## config.mk

```make
export PLATFORM = sky130hd
export DESIGN_NAME = fg_ip_packet_sink
export DESIGN_NICKNAME = d
export VERILOG_FILES = /design/src/rtl/fg_ip_packet_sink.sv
export SDC_FILE = /design/constraint.sdc
export NUM_CORES = 1
export LEC_CHECK = 0
export ABC_AREA = 1
export CORE_MARGIN = 5
export CORE_UTILIZATION = 31
export DETAILED_ROUTE_END_ITERATION = 6
export PLACE_DENSITY = 0.54
export SYNTH_ARGS = -nofsm -noshare
export SYNTH_HDL_FRONTEND = slang
export SYNTH_SLANG_ARGS = --single-unit
```

## constraint.sdc

```tcl
create_clock -name clk -period 8.85 [get_ports clk]
set_clock_uncertainty 0.1 [all_clocks]
set_input_delay 1.3275 -clock clk [delete_from_list [all_inputs] [get_ports clk]]
set_output_delay 1.3275 -clock clk [all_outputs]
set_load 0.05 [all_outputs]
```

## src/rtl/fg_ip_packet_sink.sv

```systemverilog
// fg_ip_packet_sink: receive-side sink for flow-generator IP traffic.
//
// Accepts one IP header, then consumes the AXI-stream payload up to tlast,
// counting payload bytes from tkeep. It then presents one status record per
// packet: flow index, byte count and error flags. It also keeps aggregate
// packet, byte and error counters.
//
// Ports:
//   clk, rst_n                    clock, async active-low reset
//   input_ip_hdr_*                header handshake and fields (length, source, dest)
//   input_ip_payload_*            payload stream; tdata is ignored, tuser sampled on tlast
//   output_stat_*                 status record: src index, bytes, error {user, addr, len}
//   local_ip                      this node's IP address (static)
//   rx_pkt_count/byte/err_count   aggregate counters, wrap at 2^32
//   busy                          high whenever a packet is in progress
module fg_ip_packet_sink #(
    parameter int unsigned SRC_WIDTH  = 8,
    parameter int unsigned DATA_WIDTH = 64,
    parameter int unsigned KEEP_WIDTH = DATA_WIDTH / 8,
    parameter logic [31:0] IP_PREFIX  = 32'hc0a80100
) (
    input  logic                  clk,
    input  logic                  rst_n,

    input  logic                  input_ip_hdr_valid,
    output logic                  input_ip_hdr_ready,
    input  logic [15:0]           input_ip_length,
    input  logic [31:0]           input_ip_source_ip,
    input  logic [31:0]           input_ip_dest_ip,

    input  logic [DATA_WIDTH-1:0] input_ip_payload_tdata,
    input  logic [KEEP_WIDTH-1:0] input_ip_payload_tkeep,
    input  logic                  input_ip_payload_tvalid,
    output logic                  input_ip_payload_tready,
    input  logic                  input_ip_payload_tlast,
    input  logic                  input_ip_payload_tuser,

    output logic                  output_stat_valid,
    input  logic                  output_stat_ready,
    output logic [SRC_WIDTH-1:0]  output_stat_src,
    output logic [15:0]           output_stat_bytes,
    output logic [2:0]            output_stat_error,

    input  logic [31:0]           local_ip,

    output logic [31:0]           rx_pkt_count,
    output logic [31:0]           rx_byte_count,
    output logic [31:0]           rx_err_count,
    output logic                  busy
);

    typedef enum logic [1:0] {
        StIdle,
        StPayload,
        StStatus
    } state_e;

    state_e state_q, state_d;

    // Keeps hdr_ready low while reset is asserted even though the state is idle.
    logic ready_en_q;

    logic [SRC_WIDTH-1:0] src_q;
    logic [15:0]          expected_q;
    logic                 addr_err_q;
    logic [15:0]          acc_q;

    logic [SRC_WIDTH-1:0] stat_src_q;
    logic [15:0]          stat_bytes_q;
    logic [2:0]           stat_error_q;

    logic [31:0] pkt_count_q;
    logic [31:0] byte_count_q;
    logic [31:0] err_count_q;

    logic        hdr_fire;
    logic        beat_fire;
    logic        last_fire;
    logic [15:0] beat_total;
    logic [2:0]  final_error;
    logic        addr_err_now;

    // tdata carries no information the sink needs.
    logic unused_tdata;
    assign unused_tdata = ^input_ip_payload_tdata;

    function automatic logic [15:0] popcount(input logic [KEEP_WIDTH-1:0] keep);
        logic [15:0] cnt;
        cnt = '0;
        for (int i = 0; i < int'(KEEP_WIDTH); i++) begin
            cnt = cnt + {15'd0, keep[i]};
        end
        return cnt;
    endfunction

    // Next-state and handshake outputs.
    always_comb begin
        state_d                 = state_q;
        input_ip_hdr_ready      = 1'b0;
        input_ip_payload_tready = 1'b0;
        output_stat_valid       = 1'b0;
        unique case (state_q)
            StIdle: begin
                input_ip_hdr_ready = ready_en_q;
                if (input_ip_hdr_valid && ready_en_q) begin
                    state_d = StPayload;
                end
            end
            StPayload: begin
                input_ip_payload_tready = 1'b1;
                if (input_ip_payload_tvalid && input_ip_payload_tlast) begin
                    state_d = StStatus;
                end
            end
            StStatus: begin
                output_stat_valid = 1'b1;
                if (output_stat_ready) begin
                    state_d = StIdle;
                end
            end
            default: state_d = StIdle;
        endcase
    end

    assign hdr_fire  = input_ip_hdr_valid && input_ip_hdr_ready;
    assign beat_fire = input_ip_payload_tvalid && input_ip_payload_tready;
    assign last_fire = beat_fire && input_ip_payload_tlast;

    // Running total including the current beat; on tlast this is the packet total.
    assign beat_total = acc_q + popcount(input_ip_payload_tkeep);

    assign addr_err_now = (input_ip_dest_ip != local_ip) ||
                          (input_ip_source_ip[31:SRC_WIDTH] != IP_PREFIX[31:SRC_WIDTH]);

    assign final_error = {input_ip_payload_tuser, addr_err_q, (beat_total != expected_q)};

    always_ff @(posedge clk or negedge rst_n) begin
        if (!rst_n) begin
            state_q    <= StIdle;
            ready_en_q <= 1'b0;
        end else begin
            state_q    <= state_d;
            ready_en_q <= 1'b1;
        end
    end

    // Header latch and byte accumulator.
    always_ff @(posedge clk or negedge rst_n) begin
        if (!rst_n) begin
            src_q      <= '0;
            expected_q <= '0;
            addr_err_q <= 1'b0;
            acc_q      <= '0;
        end else if (hdr_fire) begin
            src_q      <= input_ip_source_ip[SRC_WIDTH-1:0];
            expected_q <= input_ip_length - 16'd20;
            addr_err_q <= addr_err_now;
            acc_q      <= '0;
        end else if (beat_fire) begin
            acc_q      <= beat_total;
        end
    end

    // Status record; held until the next packet completes.
    always_ff @(posedge clk or negedge rst_n) begin
        if (!rst_n) begin
            stat_src_q   <= '0;
            stat_bytes_q <= '0;
            stat_error_q <= '0;
        end else if (last_fire) begin
            stat_src_q   <= src_q;
            stat_bytes_q <= beat_total;
            stat_error_q <= final_error;
        end
    end

    always_ff @(posedge clk or negedge rst_n) begin
        if (!rst_n) begin
            pkt_count_q  <= '0;
            byte_count_q <= '0;
            err_count_q  <= '0;
        end else if (last_fire) begin
            pkt_count_q  <= pkt_count_q + 32'd1;
            byte_count_q <= byte_count_q + {16'd0, beat_total};
            if (|final_error) begin
                err_count_q <= err_count_q + 32'd1;
            end
        end
    end

    assign output_stat_src   = stat_src_q;
    assign output_stat_bytes = stat_bytes_q;
    assign output_stat_error = stat_error_q;
    assign rx_pkt_count      = pkt_count_q;
    assign rx_byte_count     = byte_count_q;
    assign rx_err_count      = err_count_q;
    assign busy              = (state_q != StIdle);

endmodule

```

# Word level (Yosys, flattened, before mapping)
# Index checks and enable logic that the tools add are counted.
classes:
  n_addsub: 12
  eq_ne: 8
  muxes: 9
  reduce_logical: 12
ops:
  columns: ["op", "count"]
  rows:
  - ["32-bit by 1-bit adder with 32-bit output, second input constant", 2]
  - ["32-bit by 16-bit adder with 32-bit output", 1]
  - ["16-bit 2-to-1 mux", 2]
  - ["32-bit inequality test", 1]
  - ["24-bit inequality test, second input constant", 1]
  - ["16-bit by 8-bit adder with 16-bit output", 1]
  - ["16-bit inequality test", 1]
  - ["16-bit by 5-bit subtractor with 16-bit output, second input constant", 1]
  - ["7-bit by 1-bit adder with 8-bit output", 1]
  - ["6-bit by 1-bit adder with 7-bit output", 1]
  - ["5-bit by 1-bit adder with 6-bit output", 1]
  - ["2-bit 2-to-1 mux", 3]
  - ["2-bit inequality test, second input constant", 3]
  - ["2-bit one-hot mux with 3 select lines", 1]
  - ["4-bit by 1-bit adder with 5-bit output", 1]
  - ["1-bit logical AND", 5]
  - ["3-bit by 1-bit adder with 4-bit output", 1]
  - ["2-bit nonzero test", 2]
  - ["2-bit by 1-bit adder with 3-bit output", 1]
  - ["1-bit 2-to-1 mux", 3]
  - ["3-bit AND reduction", 1]
  - ["3-bit OR reduction", 1]
  - ["1-bit by 1-bit adder with 2-bit output", 1]
  - ["2-bit by 1-bit equality test with 1-bit output, second input constant", 1]
  - ["other kinds (4)", 4]
totals:
  ff_bits: 167
  inputBits: 191
  elab_cells: 53

# Longest topological paths before layout
# Gate-level depths: netlist of run 1.
logic_depth:
  word_depth: 11
  depth_mapped: 25

# Least setup slack after synthesis of run 1
# OpenSTA, ideal clock, no wires.
synth_timing:
  path_kind: "input-to-reg"
  from: "in input_ip_payload_tkeep[0]"
  to: "reg byte_count_q[19] (netlist: rx_byte_count[19])"
  setup_time_ps: 120
  t_arrival_ps: 5424
  t_required_ps: 8630
  path_slack_ps: 3206
  cell_stages: 22
  n_path_buf: 0
  path_cell_list: "fa_1 > inv_1 > fa_1 > fa_1 > fa_1 > fa_1 > inv_1 > nand3_1 > nand2_2 > nand2_1 > nand2_1 > nand2_1 > ha_1 > a21o_1 > a21boi_0 > nand2_1 > a31oi_1 > o21bai_1 > nand2_1 > nand2_1 > nand3b_1 > nand2_1"
synth_between:
  elab_chain_len: 9
synth_lines:
  columns: ["item", "line_no", "rtl"]
  rows:
  - ["from (decl)", "32", "input logic [KEEP_WIDTH-1:0] input_ip_payload_tkeep,"]
  - ["1-bit by 1-bit adder with 2-bit output", "91", "cnt = cnt + {15'd0, keep[i]};"]
  - ["2-bit by 1-bit adder with 3-bit output", "91", null]
  - ["3-bit by 1-bit adder with 4-bit output", "91", null]
  - ["4-bit by 1-bit adder with 5-bit output", "91", null]
  - ["5-bit by 1-bit adder with 6-bit output", "91", null]
  - ["6-bit by 1-bit adder with 7-bit output", "91", null]
  - ["7-bit by 1-bit adder with 8-bit output", "91", null]
  - ["16-bit by 8-bit adder with 16-bit output", "130", "assign beat_total = acc_q + popcount(input_ip_payload_tkeep);"]
  - ["named net beat_total[8]", "79", "logic [15:0] beat_total;"]
  - ["32-bit by 16-bit adder with 32-bit output", "184", "byte_count_q <= byte_count_q + {16'd0, beat_total};"]
  - ["to (signal assigned)", "184", null]
  - ["to (decl)", "73", "logic [31:0] byte_count_q;"]
# The timed path passes the listed nets, and every way through them passes these cells.
# A chain may end at the register's enable or synchronous reset.

# Worst setup path in the final report of run 1
layout_timing:
  from: "in input_ip_payload_tkeep[0]"
  to: "reg byte_count_q[26] (netlist: rx_byte_count[26])"
# The elaborated chain is that of the path after synthesis.

==> impl_metrics.yaml, run 1 <==
floorplanning:
  chipWidth_um: 190
  ios: 318
  initial_core_util: 0.316
  die_area_um2: 36100
  die_y_um: 190
  rows: 65
  fp.coreArea_um2: 31800
power:
  design_power_total_mw: 3.30
  vdd_drop_max_mv: 0.143
  p_per_area_nw_per_um2: 243
  p_leak_nw: 6.37
critical_path:
  worstReg2RegStart: "acc_q[0]"
  arrival_ns: 6.53
  cp_max_fo: 4
  r2r_end: "rx_byte_count[26]"
  worstSetupEndpointType: "flop"
  r2r_setup_slack_ns: 4.02
  worst_setup_path_start_kind: "input pin"
  crit_type: "in2reg"
  crit_required_ns: 9.08
  r2r_cells: 18
clocking:
  numClockSinks: 167
  clockRootBuffer: "clkbuf_16"
  path_clk_slew_ns: 0.07
  clock_latency_ns: 0.44
  htreeDepth: 4
  cts_setup_buffers: 0
  cts_buffers: 17
  cts_resized: 0
  tritoncts: "yes"
  clockBufferDepth: 2
  hold_buffers: 0
sta:
  min_period_over_period: 0.713
  finalCriticalPeriod_ns: 6.31
  max_slew.worst_pin.slew_ns: 0.954
  setup_viol: 0
  final_hold_viol_count: 0
  slew_headroom: 0.364
  tns_ns: 0
  worst_slack_ns: 2.54
  drv_slew: 0
  fmax_mhz: 159
  rsz0062_at_grt: "false"
routing:
  drt-total-wl_um: 31500
  drc: 0
  wl_per_cell_um: 15.7
  num_vias: 9349
  antenna_left: 0
  via_per_inst: 4.68
  drt_iter0_drc: 465
  dr.pass1.iters: 7
place:
  pre_cts_ws_ns: 2.05
  portBuffers: 253
  post_dp_cell_area_um2: 13000
  dp_hpwl_um: 24600
  placed_cells: 1967
  globalplace.congestion: 0.869
logic_synthesis:
  synth_fp_nets: 1523
  yosysSeqAreaShare: 0.416
  ys_dominant_reg_cell: "dfrtp_1"
  yosysTopAreaCell: "dfrtp_1"
  synth_top_area_frac: 0.416
  synthArstFlopShare: 1.00
  synth-edff-count: 0
  netlist_area_um2: 10000
  synthTopCellsByArea: "dfrtp_1 42%, nand2_1 15%, xor2_1 6.3%"
  ys_ff_latch: 167
  syn-instance-count: 1301
  syn_area_per_cell_um2: 7.72
  synthDistinctLibCells: 41
  yosys_warnings: 0
grt:
  grt_max_degree: 75
  grt_pass1_vias: 9668
  grtUsageTotal: 0.178
  grt_overflow_total: 0
  grt_pass1_wl_um: 51100
  antenna_found_initial: 0
hold_path:
  worstHoldStart: "src_q[6]"
  hold_path_depth: 2
  min_to: "output_stat_src[6]"
  min_path_type: "reg2reg"
final_layout:
  drive_gt1_frac: 0.0448
  layoutNonFillerInstCount: 1999
  finalInstanceArea_um2: 13600
  diodes: 0
  fillers: 3218
  area_growth_pct: 35.3
  nNetsFinal: 1773
outcome:
  status: "finished clean"
job:
  max_cap_viol_count: 0
-- through the flow --
| step | hold slack [ns] | util |
|---|---|---|
| floorplan | 0.342 | - |
| global placement | 0.352 | 0.409 |
| detailed placement | 0.364 | 0.409 |
| CTS | 0.385 | 0.427 |
| global route | 0.408 | 0.427 |
| finish | 0.374 | 0.427 |
-- cell families after synthesis --
family | Yosys count | synth area share
adders and majority gates | 31 | 0.0431
buffers and inverters | 159 | 0.0628
and+or+nand+nor | 719 | 0.315
DFF | 167 | 0.416
other | 1 | 0.000374
AOI/OAI and AO/OA | 99 | 0.0532
xor gates and xnor gates | 125 | 0.109
-- critical path, stage by stage --
cell             delay (ns)
clkdlybuf4s50_1        0.43
fa_1                   0.54
inv_1                  0.05
fa_1                   0.50
fa_1                   0.43
fa_1                   0.41
fa_1                   0.71
inv_1                  0.13
fa_1                   0.44
nand2_1                0.08
nand2_1                0.05
o21ai_0                0.18
o21ai_0                0.23
nand3_1                0.11
nand2_1                0.08
a21oi_1                0.34
inv_1                  0.15
nand3_1                0.12
xor2_1                 0.15
inv_1                  0.05
-- report_power, final --
| part | total (mW) | switching (mW) | internal [mW] |
|---|---|---|---|
| Sequential | 1.08 | 0.151 | 0.929 |
| Combinational | 1.48 | 0.967 | 0.511 |
| Clock | 0.747 | 0.351 | 0.396 |
| Total | 3.30 | 1.47 | 1.84 |
-- sequential cells by signal, indices dropped and copies added (netlist names) --
name / count
acc_q: 16
addr_err_q: 1
expected_q: 16
output_stat_bytes: 16
output_stat_error: 3
output_stat_src: 8
ready_en_q: 1
rx_byte_count: 32
rx_err_count: 32
rx_pkt_count: 32
src_q: 8
state_q: 2
-- synthesized netlist by cell type, types with 2 or more instances --
cell      instances
a21boi_0          2
a21o_1            2
a21oi_1          17
a31oi_1           6
buf_1             6
buf_2             3
buf_6             4
clkbuf_1         14
dfrtp_1         167
fa_1              6
ha_1             25
inv_1           130
inv_2             2
nand2_1         404
nand2_2          10
nand2_4           2
nand3_1         105
nand3_2           3
nand3b_1          8
nand4_1          26
nor2_1           93
nor2_2            4
nor3_1           28
nor3_2            4
nor3b_1           3
nor4_1           19
o21ai_0          61
o22ai_1           6
o31ai_1           2
or2_2             5
xnor2_1          53
xor2_1           72
-- layout by cell type (no fill, tap or decap), types with 5 or more instances in the layout --
master,n
dfrtp_1,167
a31oi_1,6
nand4_1,26
inv_1,130
nor3_1,28
clkbuf_16,17
inv_6,5
clkdlybuf4s50_1,252
nand2_1,404
nor4_1,19
or2_2,5
ha_1,25
nand2_2,10
fa_1,6
xor2_1,72
a21oi_1,17
buf_4,5
nand3_1,105
o21ai_0,61
nand3b_1,8
nor2_1,93
xnor2_1,53
o22ai_1,6
-- worst max-delay path by stage --
stage	from	endpoint	slack [ns]
3_3_place_gp	input_ip_payload_tkeep[0]	rx_err_count[30]	2.11
6_report	input_ip_payload_tkeep[0]	rx_byte_count[26]	2.54
5_1_grt	input_ip_payload_tkeep[0]	rx_byte_count[26]	2.15
3_5_place_dp	input_ip_payload_tkeep[0]	rx_byte_count[26]	2.05
2_1_floorplan	input_ip_payload_tkeep[0]	rx_byte_count[19]	3.21
4_1_cts	input_ip_payload_tkeep[0]	rx_byte_count[26]	2.53
-- cell type report --
class                           count  area (µm²)  share of cell area
Sequential cell                   167        4180               0.308
Tap cell                          435         544              0.0401
Inverter                          132         495              0.0365
Timing Repair Buffer              258        2570               0.189
Multi-Input combinational cell    975        5230               0.385
Clock buffer                       18         429              0.0316
Clock inverter                     14         139              0.0102
-- per-layer routing --
| metal | GRT usage | routed length, µm | vias to the layer above |
|---|---|---|---|
| met5 | 0 | 0 | - |
| met4 | 0.0473 | 576 | 0 |
| met3 | 0.0541 | 2380 | 27 |
| met2 | 0.294 | 14500 | 295 |
| met1 | 0.227 | 14100 | 4331 |
| li1 | - | - | 4696 |
Power figures use the tool's default switching activity.
==> inputs of run 2 (changes only) <==
==> constraint.sdc (replaced) <==
create_clock -name clk -period 6.1 [get_ports clk]
set_clock_uncertainty 0.1 [all_clocks]
set_input_delay 0.915 -clock clk [delete_from_list [all_inputs] [get_ports clk]]
set_output_delay 0.915 -clock clk [all_outputs]
set_load 0.05 [all_outputs]
==> impl_metrics.yaml, run 2 (same netlist as run 1, synthesis figures left out) <==
sta:
  min_period_over_period: 0.938
  tns_ns: 0
  rsz0062_at_grt: "false"
  slew_headroom: 0.486
  finalCriticalPeriod_ns: 5.72
  setup_viol: 0
  max_slew.worst_pin.slew_ns: 0.770
  fmax_mhz: 175
  hold_ws_ns: 0.376
  final_hold_viol_count: 0
  worst_slack_ns: 0.378
  drv_slew: 0
grt:
  grt-busiest-layer: "met2"
  grt_overflow_total: 0
  grt_max_degree: 66
  grt_pass1_wl_um: 51500
  grt.met1_usage: 0.231
  grtUsageTotal: 0.179
  grt_pass1_vias: 9527
  grtUsageMet3: 0.0453
  antenna_found_initial: 0
  use_met2: 0.300
final_layout:
  area_growth_pct: 37.8
  finalInstanceArea_um2: 13800
  drive_gt1_frac: 0.0611
  layout_commonest_cell: "nand2_1"
  diodes: 0
  multi_input_area_um2: 5240
  nNetsFinal: 1798
  final_cell_mix: "403 x nand2_1, 252 x clkdlybuf4s50_1, 167 x dfrtp_1"
  seqCellArea_um2: 4180
  layoutNonFillerInstCount: 2023
  final_util: 0.435
  fillers: 3201
routing:
  dr.pass1.iters: 7
  wl_per_cell_um: 15.8
  drt-total-wl_um: 31900
  via_per_inst: 4.65
  drc: 21
  drt_iter0_drc: 535
  antenna_left: 0
  num_vias: 9409
place:
  globalplace.congestion: 0.885
  dp_hpwl_um: 25000
  portBuffers: 253
  post_dp_cell_area_um2: 13200
  placed_cells: 1992
  pre_cts_ws_ns: -0.135
critical_path:
  worstSetupEndpointType: "flop"
  cp_max_fo: 5
  arrival_ns: 5.98
  crit_required_ns: 6.36
  r2r_cells: 19
  cp_common_cell: "fa_1"
  r2r_end: "rx_byte_count[29]"
  path_delay_family: "adder cells"
  cp_num_buf_inv: 5
  cp_slowest_stage_delay_ns: 0.53
  worst_setup_path_start_kind: "input pin"
  worstReg2RegStart: "acc_q[0]"
  crit_type: "in2reg"
  r2r_setup_slack_ns: 1.43
  cp_cell_sequence: "clkdlybuf4s50_1, fa_1, inv_1, fa_1, fa_1, fa_1, fa_1, inv_1, nand3_1, nand2_2, buf_4, nand2_1, nand2_2, ha_1, a21oi_1, a21boi_0, o21ai_0, buf_4, a21o_1, nand4_1, xor2_1"
  crit_slowest_cell: "fa_1"
job:
  max_cap_viol_count: 0
clocking:
  cts_setup_buffers: 0
  cts_resized: 0
  clock_latency_ns: 0.43
  clockRootBuffer: "clkbuf_16"
  htreeDepth: 4
  tritoncts: "yes"
  numClockSinks: 167
  hold_buffers: 0
  cts_buffers: 17
  path_clk_slew_ns: 0.07
  clockBufferDepth: 2
power:
  p_leak_nw: 6.51
  design_power_total_mw: 4.96
  pwr-share-clk: 0.234
  comb_power_share: 0.449
  p_per_area_nw_per_um2: 359
  vdd_drop_max_mv: 0.207
  p_seq_frac: 0.317
  p_switching_mw: 2.14
  p_int_mw: 2.82
  p_sw_frac: 0.431
floorplanning:
  ios: 318
  die_y_um: 190
  rows: 65
  chipWidth_um: 190
  die_area_um2: 36100
  fp.coreArea_um2: 31800
  initial_core_util: 0.316
outcome:
  violations: "design-rule violations"
  status: "finished with violations"
hold_path:
  hold_path_depth: 2
  worstHoldStart: "src_q[4]"
  min_path_type: "reg2reg"
  min_to: "output_stat_src[4]"
-- run 2: tightest hold or removal path: cells and delay by family (launching register included) --
kind             cells  cell delay, ns
DFF                  1            0.35
and+or+nand+nor      2            0.10
-- run 2: how the worst max path moves through the flow --
stage                                         start                end  slack, ns  depth (start not counted)
after global routing      input_ip_payload_tkeep[0]   rx_byte_count[9]       0.05                         20
final                     input_ip_payload_tkeep[0]  rx_byte_count[29]       0.38                         21
after floorplan           input_ip_payload_tkeep[0]  rx_byte_count[19]       0.87                         22
after global placement    input_ip_payload_tkeep[0]  rx_byte_count[27]      -0.01                         26
after CTS                 input_ip_payload_tkeep[0]  rx_byte_count[27]       0.34                         26
after detailed placement  input_ip_payload_tkeep[0]  rx_byte_count[27]      -0.13                         26
-- run 2: final cells by class --
class,count,area share
Sequential cell,167,0.302
Tap cell,435,0.0393
Timing Repair Buffer,283,0.199
Clock inverter,12,0.0121
Inverter,132,0.0358
Multi-Input combinational cell,975,0.378
Clock buffer,19,0.0327
-- run 2: power by group through the flow --
stage,sequential (mW),clock (mW),combinational (mW)
after floorplan,2.02,0,0.921
after detailed placement,1.60,0,2.26
after global routing,1.61,1.24,2.44
final,1.57,1.16,2.23
after CTS,1.58,1.20,2.27
after global placement,1.59,0,2.25
-- run 2: per-layer routing --
metal | up-vias | part of all wire
met3 | 23 | 0.068
met5 | - | 0
met1 | 4359 | 0.45
li1 | 4743 | -
met2 | 284 | 0.46
met4 | 0 | 0.015
